==> config.mk <==
export PLATFORM = sky130hd
export DESIGN_NAME = dmem_arbiter_flat
export DESIGN_NICKNAME = d
export VERILOG_FILES = /design/src/rtl/dmem_arbiter_if.sv /design/src/rtl/dmem_arbiter.sv /design/src/flat_wrapper.sv
export SDC_FILE = /design/constraint.sdc
export NUM_CORES = 1
export LEC_CHECK = 0
export CORE_AREA = 2 2 206 208
export DETAILED_ROUTE_END_ITERATION = 8
export DIE_AREA = 0 0 208 210
export PLACE_DENSITY = 0.38
export SLEW_MARGIN = 25
export SYNTH_ARGS = -nofsm -noshare
export SYNTH_HDL_FRONTEND = slang
export SYNTH_SLANG_ARGS = --single-unit
==> constraint.sdc <==
create_clock -name clk -period 1.71 [get_ports clk]
set_clock_uncertainty 0.1 [all_clocks]
set_input_delay 0.171 -clock clk [delete_from_list [all_inputs] [get_ports clk]]
set_output_delay 0.171 -clock clk [all_outputs]
set_load 0.02 [all_outputs]
==> src/rtl/dmem_arbiter_if.sv <==
// dmem_arbiter_if
//   Bundles every bus signal around the data-memory arbiter: the two requester
//   ports, the shared read-return path, the CPU stall and the single-port
//   memory command/response.
//   slave  : the arbiter's view (requests and mem_rdata in; grants, read
//            return, stall and memory command out).
//   master : the surrounding system's view (requesters plus memory instance).
interface dmem_arbiter_if #(
  parameter int ADDR_W = 64,
  parameter int DATA_W = 64
);
  // port 0: CPU load/store path
  logic              req0;
  logic              we0;
  logic [ADDR_W-1:0] addr0;
  logic [DATA_W-1:0] wdata0;
  logic              gnt0;
  logic              rvalid0;
  // port 1: debug / program-loader master
  logic              req1;
  logic              we1;
  logic [ADDR_W-1:0] addr1;
  logic [DATA_W-1:0] wdata1;
  logic              lock1;
  logic              gnt1;
  logic              rvalid1;
  // shared return path and CPU stall
  logic [DATA_W-1:0] rdata;
  logic              cpu_stall;
  // memory side
  logic              mem_en;
  logic              mem_we;
  logic [ADDR_W-1:0] mem_addr;
  logic [DATA_W-1:0] mem_wdata;
  logic [DATA_W-1:0] mem_rdata;

  modport slave (
    input  req0, we0, addr0, wdata0,
    input  req1, we1, addr1, wdata1, lock1,
    input  mem_rdata,
    output gnt0, rvalid0, gnt1, rvalid1, rdata, cpu_stall,
    output mem_en, mem_we, mem_addr, mem_wdata
  );

  modport master (
    output req0, we0, addr0, wdata0,
    output req1, we1, addr1, wdata1, lock1,
    output mem_rdata,
    input  gnt0, rvalid0, gnt1, rvalid1, rdata, cpu_stall,
    input  mem_en, mem_we, mem_addr, mem_wdata
  );
endinterface

==> src/rtl/dmem_arbiter.sv <==
// dmem_arbiter
//   Shares a single-port data memory between the CPU (port 0) and a debug /
//   loader master (port 1). One memory command per clock, round-robin between
//   the ports, with a bounded lock that lets port 1 burst for up to MAX_LOCK
//   consecutive beats before port 0 is forced in for one beat.
// Ports
//   clk   : clock, all state on the rising edge
//   reset : asynchronous, active-high; forces all grants/strobes/valids low
//   bus   : dmem_arbiter_if.slave -- requests, combinational grants,
//           registered rvalid per port, shared rdata, cpu_stall and the
//           memory command/response
module dmem_arbiter #(
  parameter int ADDR_W   = 64,
  parameter int DATA_W   = 64,
  parameter int MAX_LOCK = 4
) (
  input logic           clk,
  input logic           reset,
  dmem_arbiter_if.slave bus
);
  localparam int CNT_W = $clog2(MAX_LOCK + 1);
  localparam logic [CNT_W-1:0] CNT_MAX  = CNT_W'(MAX_LOCK);
  localparam logic [CNT_W-1:0] CNT_ONE  = CNT_W'(1);
  localparam logic [CNT_W-1:0] CNT_ZERO = {CNT_W{1'b0}};

  typedef enum logic {PORT0 = 1'b0, PORT1 = 1'b1} port_e;

  port_e             last_gnt_r, last_gnt_nxt_s;
  logic              locked_r, locked_nxt_s;
  logic [CNT_W-1:0]  lock_cnt_r, lock_cnt_nxt_s;
  logic [1:0]        rd_pend_r, rd_pend_nxt_s;
  logic              gnt0_s, gnt1_s, at_limit_s;
  logic [ADDR_W-1:0] addr_mux_s;
  logic [DATA_W-1:0] wdata_mux_s;

  // Winner selection: lock ownership first, then round-robin on contention
  always_comb begin
    gnt0_s     = 1'b0;
    gnt1_s     = 1'b0;
    at_limit_s = (lock_cnt_r == CNT_MAX);
    if (reset) begin
      gnt0_s = 1'b0;
      gnt1_s = 1'b0;
    end else if (locked_r && bus.req1) begin
      // burst budget spent and CPU waiting: one forced yield beat
      if (at_limit_s && bus.req0) begin
        gnt0_s = 1'b1;
      end else begin
        gnt1_s = 1'b1;
      end
    end else if (bus.req0 && bus.req1) begin
      if (last_gnt_r == PORT0) begin
        gnt1_s = 1'b1;
      end else begin
        gnt0_s = 1'b1;
      end
    end else begin
      // single requester (or locked owner gone quiet: req1 is 0 here)
      gnt0_s = bus.req0;
      gnt1_s = bus.req1;
    end
  end

  // Next-state for ownership history, lock tracking and read-return flags
  always_comb begin
    last_gnt_nxt_s = last_gnt_r;
    locked_nxt_s   = locked_r;
    lock_cnt_nxt_s = lock_cnt_r;
    rd_pend_nxt_s  = {gnt1_s & ~bus.we1, gnt0_s & ~bus.we0};
    if (gnt1_s) begin
      last_gnt_nxt_s = PORT1;
      if (bus.lock1) begin
        locked_nxt_s = 1'b1;
        if (!at_limit_s) begin
          lock_cnt_nxt_s = lock_cnt_r + CNT_ONE;
        end else begin
          lock_cnt_nxt_s = lock_cnt_r;
        end
      end else begin
        locked_nxt_s   = 1'b0;
        lock_cnt_nxt_s = CNT_ZERO;
      end
    end else if (locked_r && !bus.req1) begin
      // owner abandoned the lock
      locked_nxt_s   = 1'b0;
      lock_cnt_nxt_s = CNT_ZERO;
      if (gnt0_s) begin
        last_gnt_nxt_s = PORT0;
      end else begin
        last_gnt_nxt_s = last_gnt_r;
      end
    end else if (gnt0_s) begin
      // either unlocked (count already zero) or the forced yield, which
      // restarts port 1's burst budget while keeping the lock
      last_gnt_nxt_s = PORT0;
      lock_cnt_nxt_s = CNT_ZERO;
    end else begin
      last_gnt_nxt_s = last_gnt_r;
    end
  end

  // State registers
  always_ff @(posedge clk or posedge reset) begin
    if (reset) begin
      last_gnt_r <= PORT1;
      locked_r   <= 1'b0;
      lock_cnt_r <= CNT_ZERO;
      rd_pend_r  <= 2'b00;
    end else begin
      last_gnt_r <= last_gnt_nxt_s;
      locked_r   <= locked_nxt_s;
      lock_cnt_r <= lock_cnt_nxt_s;
      rd_pend_r  <= rd_pend_nxt_s;
    end
  end

  // Command mux, grants, stall and read return
  always_comb begin
    if (gnt1_s) begin
      bus.mem_we  = bus.we1;
      addr_mux_s  = bus.addr1;
      wdata_mux_s = bus.wdata1;
    end else if (gnt0_s) begin
      bus.mem_we  = bus.we0;
      addr_mux_s  = bus.addr0;
      wdata_mux_s = bus.wdata0;
    end else begin
      bus.mem_we  = 1'b0;
      addr_mux_s  = bus.addr0;
      wdata_mux_s = bus.wdata0;
    end
    bus.mem_addr  = addr_mux_s;
    bus.mem_wdata = wdata_mux_s;
    bus.gnt0      = gnt0_s;
    bus.gnt1      = gnt1_s;
    bus.mem_en    = gnt0_s | gnt1_s;
    bus.cpu_stall = bus.req0 & ~gnt0_s & ~reset;
    bus.rvalid0   = rd_pend_r[0];
    bus.rvalid1   = rd_pend_r[1];
    bus.rdata     = bus.mem_rdata;
  end
endmodule

==> src/flat_wrapper.sv <==
// flat-port wrapper written by rule: the top's interface ports become plain ports
module dmem_arbiter_flat 
#(
  parameter int ADDR_W   = 64,
  parameter int DATA_W   = 64,
  parameter int MAX_LOCK = 4
)
  (clk, reset, bus_req0, bus_we0, bus_addr0, bus_wdata0, bus_req1, bus_we1, bus_addr1, bus_wdata1, bus_lock1, bus_mem_rdata, bus_gnt0, bus_rvalid0, bus_gnt1, bus_rvalid1, bus_rdata, bus_cpu_stall, bus_mem_en, bus_mem_we, bus_mem_addr, bus_mem_wdata);
  dmem_arbiter_if #(.ADDR_W(ADDR_W), .DATA_W(DATA_W)) bus_i ();
  input logic clk;
  input logic reset;
  input wire logic [$bits(bus_i.req0)-1:0] bus_req0;
  input wire logic [$bits(bus_i.we0)-1:0] bus_we0;
  input wire logic [$bits(bus_i.addr0)-1:0] bus_addr0;
  input wire logic [$bits(bus_i.wdata0)-1:0] bus_wdata0;
  input wire logic [$bits(bus_i.req1)-1:0] bus_req1;
  input wire logic [$bits(bus_i.we1)-1:0] bus_we1;
  input wire logic [$bits(bus_i.addr1)-1:0] bus_addr1;
  input wire logic [$bits(bus_i.wdata1)-1:0] bus_wdata1;
  input wire logic [$bits(bus_i.lock1)-1:0] bus_lock1;
  input wire logic [$bits(bus_i.mem_rdata)-1:0] bus_mem_rdata;
  output wire logic [$bits(bus_i.gnt0)-1:0] bus_gnt0;
  output wire logic [$bits(bus_i.rvalid0)-1:0] bus_rvalid0;
  output wire logic [$bits(bus_i.gnt1)-1:0] bus_gnt1;
  output wire logic [$bits(bus_i.rvalid1)-1:0] bus_rvalid1;
  output wire logic [$bits(bus_i.rdata)-1:0] bus_rdata;
  output wire logic [$bits(bus_i.cpu_stall)-1:0] bus_cpu_stall;
  output wire logic [$bits(bus_i.mem_en)-1:0] bus_mem_en;
  output wire logic [$bits(bus_i.mem_we)-1:0] bus_mem_we;
  output wire logic [$bits(bus_i.mem_addr)-1:0] bus_mem_addr;
  output wire logic [$bits(bus_i.mem_wdata)-1:0] bus_mem_wdata;
  assign bus_i.req0 = bus_req0;
  assign bus_i.we0 = bus_we0;
  assign bus_i.addr0 = bus_addr0;
  assign bus_i.wdata0 = bus_wdata0;
  assign bus_i.req1 = bus_req1;
  assign bus_i.we1 = bus_we1;
  assign bus_i.addr1 = bus_addr1;
  assign bus_i.wdata1 = bus_wdata1;
  assign bus_i.lock1 = bus_lock1;
  assign bus_i.mem_rdata = bus_mem_rdata;
  assign bus_gnt0 = bus_i.gnt0;
  assign bus_rvalid0 = bus_i.rvalid0;
  assign bus_gnt1 = bus_i.gnt1;
  assign bus_rvalid1 = bus_i.rvalid1;
  assign bus_rdata = bus_i.rdata;
  assign bus_cpu_stall = bus_i.cpu_stall;
  assign bus_mem_en = bus_i.mem_en;
  assign bus_mem_we = bus_i.mem_we;
  assign bus_mem_addr = bus_i.mem_addr;
  assign bus_mem_wdata = bus_i.mem_wdata;
  dmem_arbiter #(.ADDR_W(ADDR_W), .DATA_W(DATA_W), .MAX_LOCK(MAX_LOCK)) u_core (.clk(clk), .reset(reset), .bus(bus_i));
endmodule
==> reports/results.ini <==
[status]
status = finished with violations
violations = setup timing

[timing]
finalSetupViolCount = 132
hold_viol = 0
worst_pin_slew_ns = 0.268
layout_min_cycle_time_ns = 2.32
holdWs_ns = 0.242
rsz0062_at_grt = yes
slew-limit-headroom_pct = 82.0
period_share_pct = 135
fin_ws_ns = -0.607
max_freq_mhz = 432
fin_tns_setup_ns = -63.45
slew_viol_final = 0

[cts]
cts_sinks = 7
clockRootBuffer = clkbuf_16
cts_buffer_depth = 2
htree_levels = 1
cts_buffers = 3
clk_latency_ns = 0.23
tritoncts = built
clkTransAtPathRegs_ns = 0.04
postCtsHoldBufs = 0

[worst_setup_path]
r2r_slack_ns = 0.18
critical-path-slowest-cell = dfrtp_1
critical_path_class = reg -> out
arrival_ns = 2.05
crit_buf_inv = 4
slowest_delay_ns = 0.38
crit_required_ns = 1.44
crit_fanout = 12
cp-start-kind = flip-flop
path_delay_family = buffers and inverters
crit_chain = inv_2, ha_4, nand4_4, nand4_4, buf_12, buf_12, mux2_2, dlygate4sd2_1
end_kind = output pin

[synthesis]
ys_types = 34
netlist_instances = 260
synth-main-ff-cell = dfrtp_1
synth_edf_count = 0
yosys.area.top_type = mux2_1
synthArstFlopShare_pct = 100
synth_top_area_share_pct = 43.1
avgSynthCellArea_um2 = 9.85
synth_area_um2 = 2560
synthesis.nets = 589
ys_seq_area_share_pct = 6.89
synth_area_leaders = mux2_1 43%, buf_4 19%, mux2_2 13%
ys_seq_elements = 7
yosys_warnings = 0

[global_route]
grt_pass1_vias = 3761
gr-total-overflow = 0
grt_util_all_layers_pct = 8.40
grt_pass1_wl_mm = 26.4
antenna_found_initial = 11
grt_max_degree = 22

[finish]
final_cell_mix = 263 x clkdlybuf4s50_1, 111 x mux2_2, 47 x buf_2
post-route-cell-area_um2 = 6890
layout_commonest_cell = clkdlybuf4s50_1
drive_gt1_share_pct = 50.2
fill_cells = 4677
nNetsFinal = 954
area_growth_pct = 169

[floorplan]
die_h_um = 210
rows = 75
ioPinCount = 526
dieArea_um2 = 43700
initial_core_util_pct = 6.17
core_um2 = 41500
die_x_um = 208

[placed_design]
place_ws_ns = -0.938
placed_area_um2 = 6980
portBuffers = 397
dp.final_hpwl_mm = 18.2
place_congestion = 0.745

[route]
drc = 0
drtAntennaViolNets = 0
vias = 3501
firstDrtPassIters = 4
drt_iter0_drc = 91
wl_per_cell_um = 17.3
wl_mm = 20.2
viasPerCell = 3.00

[worst_hold_path]
hold_path_class = in -> out

[power]
peakVddDrop_uv = 331
p_leak_nw = 2.80
power.density_nw_per_um2 = 426

[flow_run]
maxCapViolations = 0

[report_power, final]
part	total (mW)	switching, mW	leakage [nW]	internal [mW]
sequential	0.221	0.0237	0.0911	0.197
clock	0.407	0.0962	0.0382	0.311
combinational	2.31	0.962	2.67	1.35
total	2.94	1.08	2.80	1.85
[cells by family after synthesis]
| family | Yosys count | share of synthesized area (%) |
|---|---|---|
| AOI/OAI and AO/OA | 15 | 4.10 |
| adders and majority gates | 2 | 0.977 |
| buffers and inverters | 86 | 25.5 |
| DFF | 7 | 6.89 |
| muxes | 128 | 56.3 |
| and+or+nand+nor | 22 | 6.30 |
[area by class of cell]
type	instances	area, um2	area share, %
well taps	539	674	9.78
repair buffers	440	4070	59.1
flip-flops and latches	7	176	2.56
multi-input cells	167	1860	26.9
clock buffers	4	78.8	1.14
inverters	6	22.5	0.327
diodes	5	12.5	0.181
[Yosys cell counts (2+ instances only)]
cell type / number
nand2_1: 4
mux2_2: 30
nor2_1: 2
nand2b_1: 3
dfrtp_1: 6
a31oi_1: 4
ha_1: 2
buf_4: 64
mux2_1: 98
o21ai_0: 3
and2_1: 2
nand3_1: 2
nand4_1: 2
inv_1: 5
buf_6: 11
buf_2: 4
[timing repair]
item / CTS / global route
setup endpoints to repair: 133 / 134
gates resized for setup: 339 / 155
setup buffers: 3 / 3
gates cloned: 0 / 1
pin swaps: 0 / 1
hold endpoints to repair: 0 / 0
[flip-flops by register name, summed over array words and instances (netlist names)]
name,count
u_core.rd_pend_r,2
u_core.locked_r,1
u_core.lock_cnt_r,3
u_core.last_gnt_r,1
[metrics by stage]
stage,util (%),instances,power (mW)
floorplan,-,260,1.41
global placement,16.8,1152,2.62
detailed placement,16.8,1152,2.60
CTS,16.8,1159,2.89
global route,16.6,1165,3.09
finish,16.6,1168,2.94
[per-layer routing]
metal,part of all wire (%),global-route usage (%),up-vias
met5,0.064,0,-
met4,1.1,1.86,2
met3,13,4.11,24
met2,51,15.3,320
met1,36,8.63,1546
li1,-,-,1609
[path summary, 6_finish.rpt]
kind                                   endpoint                 start  cells after the start
max in group asynchronous     u_core.last_gnt_r                 reset                      3
min in group asynchronous  u_core.lock_cnt_r[2]                 reset                      3
max                            bus_mem_addr[42]  u_core.lock_cnt_r[1]                      8
min                               bus_rdata[24]     bus_mem_rdata[24]                      0
max reg2reg                u_core.lock_cnt_r[2]  u_core.lock_cnt_r[1]                      8
min reg2reg                u_core.lock_cnt_r[0]  u_core.lock_cnt_r[0]                      2
(Power assumes the default switching activity.)
